==> config.mk <==
export PLATFORM = sky130hd
export DESIGN_NAME = phys_reg_release_queue
export DESIGN_NICKNAME = d
export VERILOG_FILES = /design/src/rtl/phys_reg_release_queue_pkg.sv /design/src/rtl/phys_reg_release_queue.sv
export SDC_FILE = /design/constraint.sdc
export NUM_CORES = 1
export LEC_CHECK = 0
export ABC_AREA = 1
export CAP_MARGIN = 20
export CELL_PAD_IN_SITES_DETAIL_PLACEMENT = 2
export CELL_PAD_IN_SITES_GLOBAL_PLACEMENT = 2
export CORE_MARGIN = 2
export CORE_UTILIZATION = 30
export CTS_CLUSTER_DIAMETER = 200
export DETAILED_ROUTE_END_ITERATION = 8
export PLACE_DENSITY = 0.77
export SYNTH_ARGS = -nofsm -noshare
export SYNTH_HDL_FRONTEND = slang
export SYNTH_SLANG_ARGS = --single-unit
==> constraint.sdc <==
create_clock -name clk -period 9.1 [get_ports clk]
set_input_delay 0.91 -clock clk [delete_from_list [all_inputs] [get_ports clk]]
set_output_delay 0.91 -clock clk [all_outputs]
set_load 0.01 [all_outputs]
==> src/rtl/phys_reg_release_queue_pkg.sv <==
// Shared sizing, types and lane-compaction helpers for the commit-side
// physical-register release queue.
package phys_reg_release_queue_pkg;

   localparam int DISPATCH_WIDTH       = 2;
   localparam int PHYS_REGS_ADDR_WIDTH = 6;
   localparam int RELEASE_QUEUE_DEPTH  = 8;

   localparam int QUEUE_PTR_WIDTH   = $clog2(RELEASE_QUEUE_DEPTH);
   localparam int QUEUE_COUNT_WIDTH = $clog2(RELEASE_QUEUE_DEPTH + 1);
   localparam int LANE_COUNT_WIDTH  = $clog2(DISPATCH_WIDTH + 1);

   typedef logic [PHYS_REGS_ADDR_WIDTH-1:0] phys_reg_t;
   typedef logic [QUEUE_PTR_WIDTH-1:0]      queue_ptr_t;
   typedef logic [QUEUE_COUNT_WIDTH-1:0]    queue_count_t;
   typedef logic [LANE_COUNT_WIDTH-1:0]     lane_count_t;
   typedef lane_count_t [DISPATCH_WIDTH-1:0] lane_offsets_t;

   // Write offset of each lane = number of accepted lanes below it.
   function automatic lane_offsets_t prefix_offsets(input logic [DISPATCH_WIDTH-1:0] accept);
      lane_offsets_t offs;
      lane_count_t   running;
      running = '0;
      for (int i = 0; i < DISPATCH_WIDTH; i++) begin
         offs[i] = running;
         running = running + lane_count_t'(accept[i]);
      end
      return offs;
   endfunction

   function automatic lane_count_t count_accepted(input logic [DISPATCH_WIDTH-1:0] accept);
      lane_count_t total;
      total = '0;
      for (int i = 0; i < DISPATCH_WIDTH; i++) begin
         total = total + lane_count_t'(accept[i]);
      end
      return total;
   endfunction

endpackage

==> src/rtl/phys_reg_release_queue.sv <==
// Buffers physical registers released at commit and drains them, oldest first,
// into the free list push ports whenever the free list is not full.
module phys_reg_release_queue
   import phys_reg_release_queue_pkg::*;
(
   input  logic                                clk,
   input  logic                                rst,
   input  logic [PHYS_REGS_ADDR_WIDTH-1:0]     commit_reg [0:DISPATCH_WIDTH-1],
   input  logic                                commit_en  [0:DISPATCH_WIDTH-1],
   output logic                                commit_ready,
   output logic [PHYS_REGS_ADDR_WIDTH-1:0]     push_reg   [0:DISPATCH_WIDTH-1],
   output logic                                push_en    [0:DISPATCH_WIDTH-1],
   input  logic                                freelist_full,
   output logic [QUEUE_COUNT_WIDTH-1:0]        count
);

   phys_reg_t     entries [0:RELEASE_QUEUE_DEPTH-1];
   queue_ptr_t    head;
   queue_ptr_t    tail;
   logic [DISPATCH_WIDTH-1:0] accept;
   lane_offsets_t write_offs;
   lane_count_t   num_accepted;
   lane_count_t   num_dequeued;

   // Ready looks only at registered occupancy, so a same-cycle drain never opens the gate.
   always_comb begin
      commit_ready = (queue_count_t'(RELEASE_QUEUE_DEPTH) - count) >= queue_count_t'(DISPATCH_WIDTH);
   end

   always_comb begin
      accept = '0;
      for (int i = 0; i < DISPATCH_WIDTH; i++) begin
         accept[i] = commit_en[i] && commit_ready && (commit_reg[i] != '0);
      end
      write_offs   = prefix_offsets(accept);
      num_accepted = count_accepted(accept);
   end

   always_comb begin
      num_dequeued = '0;
      if (!freelist_full) begin
         if (count < queue_count_t'(DISPATCH_WIDTH)) begin
            num_dequeued = lane_count_t'(count);
         end else begin
            num_dequeued = lane_count_t'(DISPATCH_WIDTH);
         end
      end
   end

   always_comb begin
      for (int i = 0; i < DISPATCH_WIDTH; i++) begin
         push_en[i]  = 1'b0;
         push_reg[i] = '0;
         if (lane_count_t'(i) < num_dequeued) begin
            push_en[i]  = 1'b1;
            push_reg[i] = entries[head + queue_ptr_t'(i)];
         end
      end
   end

   always_ff @(posedge clk or negedge rst) begin
      if (!rst) begin
         head  <= '0;
         tail  <= '0;
         count <= '0;
      end else begin
         head  <= head + queue_ptr_t'(num_dequeued);
         tail  <= tail + queue_ptr_t'(num_accepted);
         count <= count + queue_count_t'(num_accepted) - queue_count_t'(num_dequeued);
      end
   end

   // Payload storage needs no reset; validity is carried entirely by the pointers and count.
   always_ff @(posedge clk) begin
      for (int i = 0; i < DISPATCH_WIDTH; i++) begin
         if (rst && accept[i]) begin
            entries[tail + queue_ptr_t'(write_offs[i])] <= commit_reg[i];
         end
      end
   end

endmodule

==> out/qor.yml <==
status: "completed"
wl_mm: 15.2
numPortBuffers: 35
synth_cell_types: 37
gp_congestion: 0.881
finalMaxSlewViolations: 0
syn2layout_area_growth_pct: 16.8
layout.cells.most_common_list: "nand2_1, o21ai_0, edfxtp_1"
synth.avg_cell_area_um2: 7.77
grt_usage_pct: 21.4
finalSetupViolCount: 0
initial_core_util_pct: 30.4
p_leak_nw: 2.07
seq_area_frac_synth_pct: 40.5
synth-seq-cells: 58
worst_pin_slew_ps: 788
hold_viol_final: 0
cp_max_fo: 21
fin_ws_ps: 4810
netlist_instances: 538
clk_path_buf_depth: 2
hold_class: "flop to flop"
cts_hold_buffers: 0
synth-compound-area-share_pct: 12.9
cts_resized: 0
clkTransAtPathRegs_ps: 50
antenna_found_initial: 0
placedInstanceArea_mm2: 0.00459
dieArea_mm2: 0.0149
critPathTopFamily: "buffers and inverters"
n_antenna_cell: 0
p_per_area_mw_per_mm2: 368
ys_warn_count: 0
power_mw: 1.80
rrSetupSlack_ps: 5520
htreeDepth: 3
ant_nets: 0
final_common_cell: "nand2_1"
synthXorXnorAreaFrac_pct: 1.05
path_class: "flop to output pin"
final_area_mm2: 0.00488
worst_path_largest_cell_delay_ps: 850
syn_nets: 572
preCtsSetupSlack_ps: 5010
clk_latency_ps: 330
n_fill_cell: 1617
cts_sinks: 58
cp_cell_sequence: "ha_1 -> inv_1 -> a21oi_1 -> o21ai_0 -> nand3_1 -> nand2_1 -> nor2_1 -> clkdlybuf4s50_1"
synth-simple-area-share_pct: 30.7
end_kind: "output pin"
cts_made_buffers: 9
vias: 3802
synth_mux_area_share_pct: 0
first_global_vias: 4122
via_per_inst: 5.13
fin_nets: 590
dp_hpwl_mm: 11.9
period_share_pct: 47.1
synthAdderAreaFrac_pct: 5.80
syn_area_mm2: 0.00418
rsz0062_at_grt: "false"
fp.dieH_um: 122
grt_overflow_total: 0
synth_top_family_by_area: "simple AND/OR/NAND/NOR gates"
cts_setup_buffers: 0
post-route-min-period_ps: 4290
core-area_mm2: 0.0138
drive_gt1_share_pct: 10.9
num_rows: 43
relSlewSlack_pct: 47.5
crit_buf_inv: 2
grt_pass1_wl_mm: 23.8
wire_per_inst_um: 20.6
finalSetupTns_ps: 0
worstPathArrival_ps: 3380
irDropWorstVdd_mv: 0.0796
io_pins: 36
slowest_stage: "ha_1"
cts_tree: "yes"
drtIter0Drc: 226
grt_max_degree: 51
root_buffer: "clkbuf_16"
die_x_um: 122
drc: 0
dr.pass1.iters: 4
cp.required_ps: 8190
clock_skew_ps: 5.00
cap_violations: 0
fmax_mhz: 233
startpoint_type: "flop"
path summary, 6_finish.rpt:
path	startpoint	to	depth (start not counted)
setup / recovery	head[1]$_DFF_PN0_	push_reg[2]	8
hold / removal	count[0]$_DFF_PN0_	count[0]$_DFF_PN0_	1
setup reg to reg	count[0]$_DFF_PN0_	entries[1][0]$_DFFE_PP_	14
hold reg to reg	count[0]$_DFF_PN0_	count[0]$_DFF_PN0_	1
max in group asynchronous	rst	head[2]$_DFF_PN0_	2
min in group asynchronous	rst	tail[1]$_DFF_PN0_	2
per-layer routing:
metal | up-vias | GRT usage [%] | wire, um
met5 | - | 0 | 0
met4 | 0 | 7.11 | 343
met3 | 22 | 3.32 | 457
met2 | 71 | 36.2 | 7510
met1 | 1915 | 28.0 | 6920
li1 | 1794 | - | -
logic make-up after synthesis:
group | Yosys count
and+or+nand+nor | 272
DFF | 58
xor gates and xnor gates | 5
buffers and inverters | 82
adders and majority gates | 17
AOI/OAI and AO/OA | 104
cell usage after synthesis, drive strengths merged:
| master | n | share of area [%] |
|---|---|---|
| edfxtp | 48 | 34 |
| o21ai | 63 | 7.6 |
| o22ai | 1 | 0.15 |
| buf | 22 | 3.5 |
| or2 | 6 | 0.90 |
| inv | 50 | 4.7 |
| o211ai | 4 | 0.72 |
| nand3 | 24 | 3.7 |
| dfrtp | 10 | 6.0 |
| fa | 4 | 1.9 |
| nand2 | 177 | 16 |
| nand4 | 9 | 2.5 |
| a21oi | 36 | 4.4 |
| ha | 13 | 3.9 |
| xor2 | 2 | 0.42 |
| nor3b | 1 | 0.18 |
| clkinv | 1 | 0.12 |
| xnor2 | 3 | 0.63 |
| nor2 | 51 | 6.1 |
| nor3 | 4 | 0.96 |
| clkbuf | 9 | 0.81 |
sequential cells by signal, summed over array words and instances, names as in the netlist:
| register | cells |
|---|---|
| count | 4 |
| entries | 48 |
| head | 3 |
| tail | 3 |
per-stage QoR:
stage | utilization (%) | cells | hold slack [ps]
floorplan | - | 538 | 542
global placement | 33.3 | 724 | 617
detailed placement | 33.3 | 724 | 640
CTS | 35.4 | 740 | 652
global route | 35.4 | 741 | 657
finish | 35.4 | 741 | 642
power breakdown:
group          internal [mW]  total [mW]  leakage (nW)  switching (mW)
logic                  0.371        1.03          1.38           0.654
registers              0.371       0.448         0.552          0.0774
clock network          0.206       0.322         0.143           0.116
layout make-up:
| type | count | area (um2) | share of cell area (%) |
|---|---|---|---|
| clock buffer | 14 | 274 | 5.61 |
| tap | 180 | 225 | 4.61 |
| sequential | 58 | 1690 | 34.6 |
| clock inverter | 2 | 10.0 | 0.205 |
| inverter | 51 | 200 | 4.10 |
| timing repair buffer | 38 | 373 | 7.64 |
| multi-input combinational | 398 | 2110 | 43.2 |
No activity file was read; power rests on OpenSTA's default activity.
==> patch, RTL diff (config.mk and constraints unchanged) <==
The package constant `DISPATCH_WIDTH` goes from 2 to 1.
--- a/src/rtl/phys_reg_release_queue_pkg.sv
+++ b/src/rtl/phys_reg_release_queue_pkg.sv
@@ -3,5 +3,5 @@
 package phys_reg_release_queue_pkg;
 
-   localparam int DISPATCH_WIDTH       = 2;
+   localparam int DISPATCH_WIDTH       = 1;
    localparam int PHYS_REGS_ADDR_WIDTH = 6;
    localparam int RELEASE_QUEUE_DEPTH  = 8;
Interface: changed (resized commit_en, commit_reg, push_en and push_reg); port bits go from 36 to 22. The function was not compared with the original's and may differ.
==> patch against the unedited design <==
- clock power down 40%
- first-iteration DRC count down 80%
- power down 47%
- final area is 35% lower
- worst setup slack improved by 0.51 ns
- global-route usage decreased by 5.8 points
- sequential cell count is the same
- routed wire length fell by 54%
- synthesized area is 34% lower
- critical path type unchanged
- highest routed layer unchanged
==> patch: results (changes against the unedited design) <==
[detailed_routing]
wl_per_cell_um = 17.00  ; -17%
drt-met1-wl_um = 3110  ; -55%

[global_route]
track_usage_pct = 15.64  ; -5.8 points
use_met2_pct = 27.70  ; -8.5 points

[layout]
final_nets = 317  ; -46%
drive_above_1_share_pct = 11.37  ; +0.50 points

[yosys]
synth_fa_ha_area_share_pct = 5.712  ; -0.093 points
postSynthAreaPerCell_um2 = 10.22  ; +32%
synth_xor_area_share_pct = 0.9519  ; -0.095 points
synth_common_cells = nand2_1 (56), edfxtp_1 (48), nor2_1 (36)
synth_nets = 292  ; -49%

[placement]
place.detailed.instances = 395  ; -45%
dp_hpwl_um = 4859  ; -59%
dpl_worst_slack_ns = 5.625  ; +0.6175 ns
place_congestion = 0.7217  ; -18%
portBuffers = 21  ; -40%

[worst_setup_path]
setup.worst_path.start = head[0]$_DFF_PN0_
cp.arrival_ns = 2.87  ; -0.51 ns
rr_worst_depth = 12  ; -2
reg2reg_to = count[2]$_DFF_PN0_
critPathMaxFanout = 26  ; +24%
crit_slowest_cell = dfrtp_1

[run_status]
outcome = complete, no violations

[power]
p_leak_nw = 1.359  ; -34%
power_frac_clock_pct = 20.4  ; +2.5 points
power.density_nw_per_um2 = 298.2  ; -19%

[sta]
finClkSkew_ns = 0.008977  ; +0.003982 ns
holdWs_ns = 0.5639  ; -0.07835 ns
fmax_mhz = 264.9  ; +14%

## patch: changes by cell type in the layout (fill, tap and decap cells not counted), moves of 14 or more
| cell | unedited run | this run |
|---|---|---|
| a21oi_1 | 35 | 0 |
| clkdlybuf4s50_1 | 35 | 21 |
| nand2_1 | 174 | 56 |
| nand3_1 | 20 | 34 |
| o21ai_0 | 48 | 5 |
## patch: worst register-to-register path: stages (launching register included)
cell and delay [ns]:
dfrtp_1 0.43, inv_2 0.13, ha_1 0.18, inv_1 0.04, nand2_1 0.05, nand2_1 0.06, nand2_1 0.12, nand3_1 0.11
ha_1 0.30, inv_1 0.04, ha_1 0.21, fa_1 0.39, xnor2_1 0.14
## patch: layout make-up
cell class                 count  area (um^2)
sequential                    58         1692
clock inverter                 5        22.52
fill                         989         5888
tap                          111        138.9
clock buffer                  10        127.6
timing repair buffer          21        210.2
multi-input combinational    152        787.0
inverter                      53        198.9
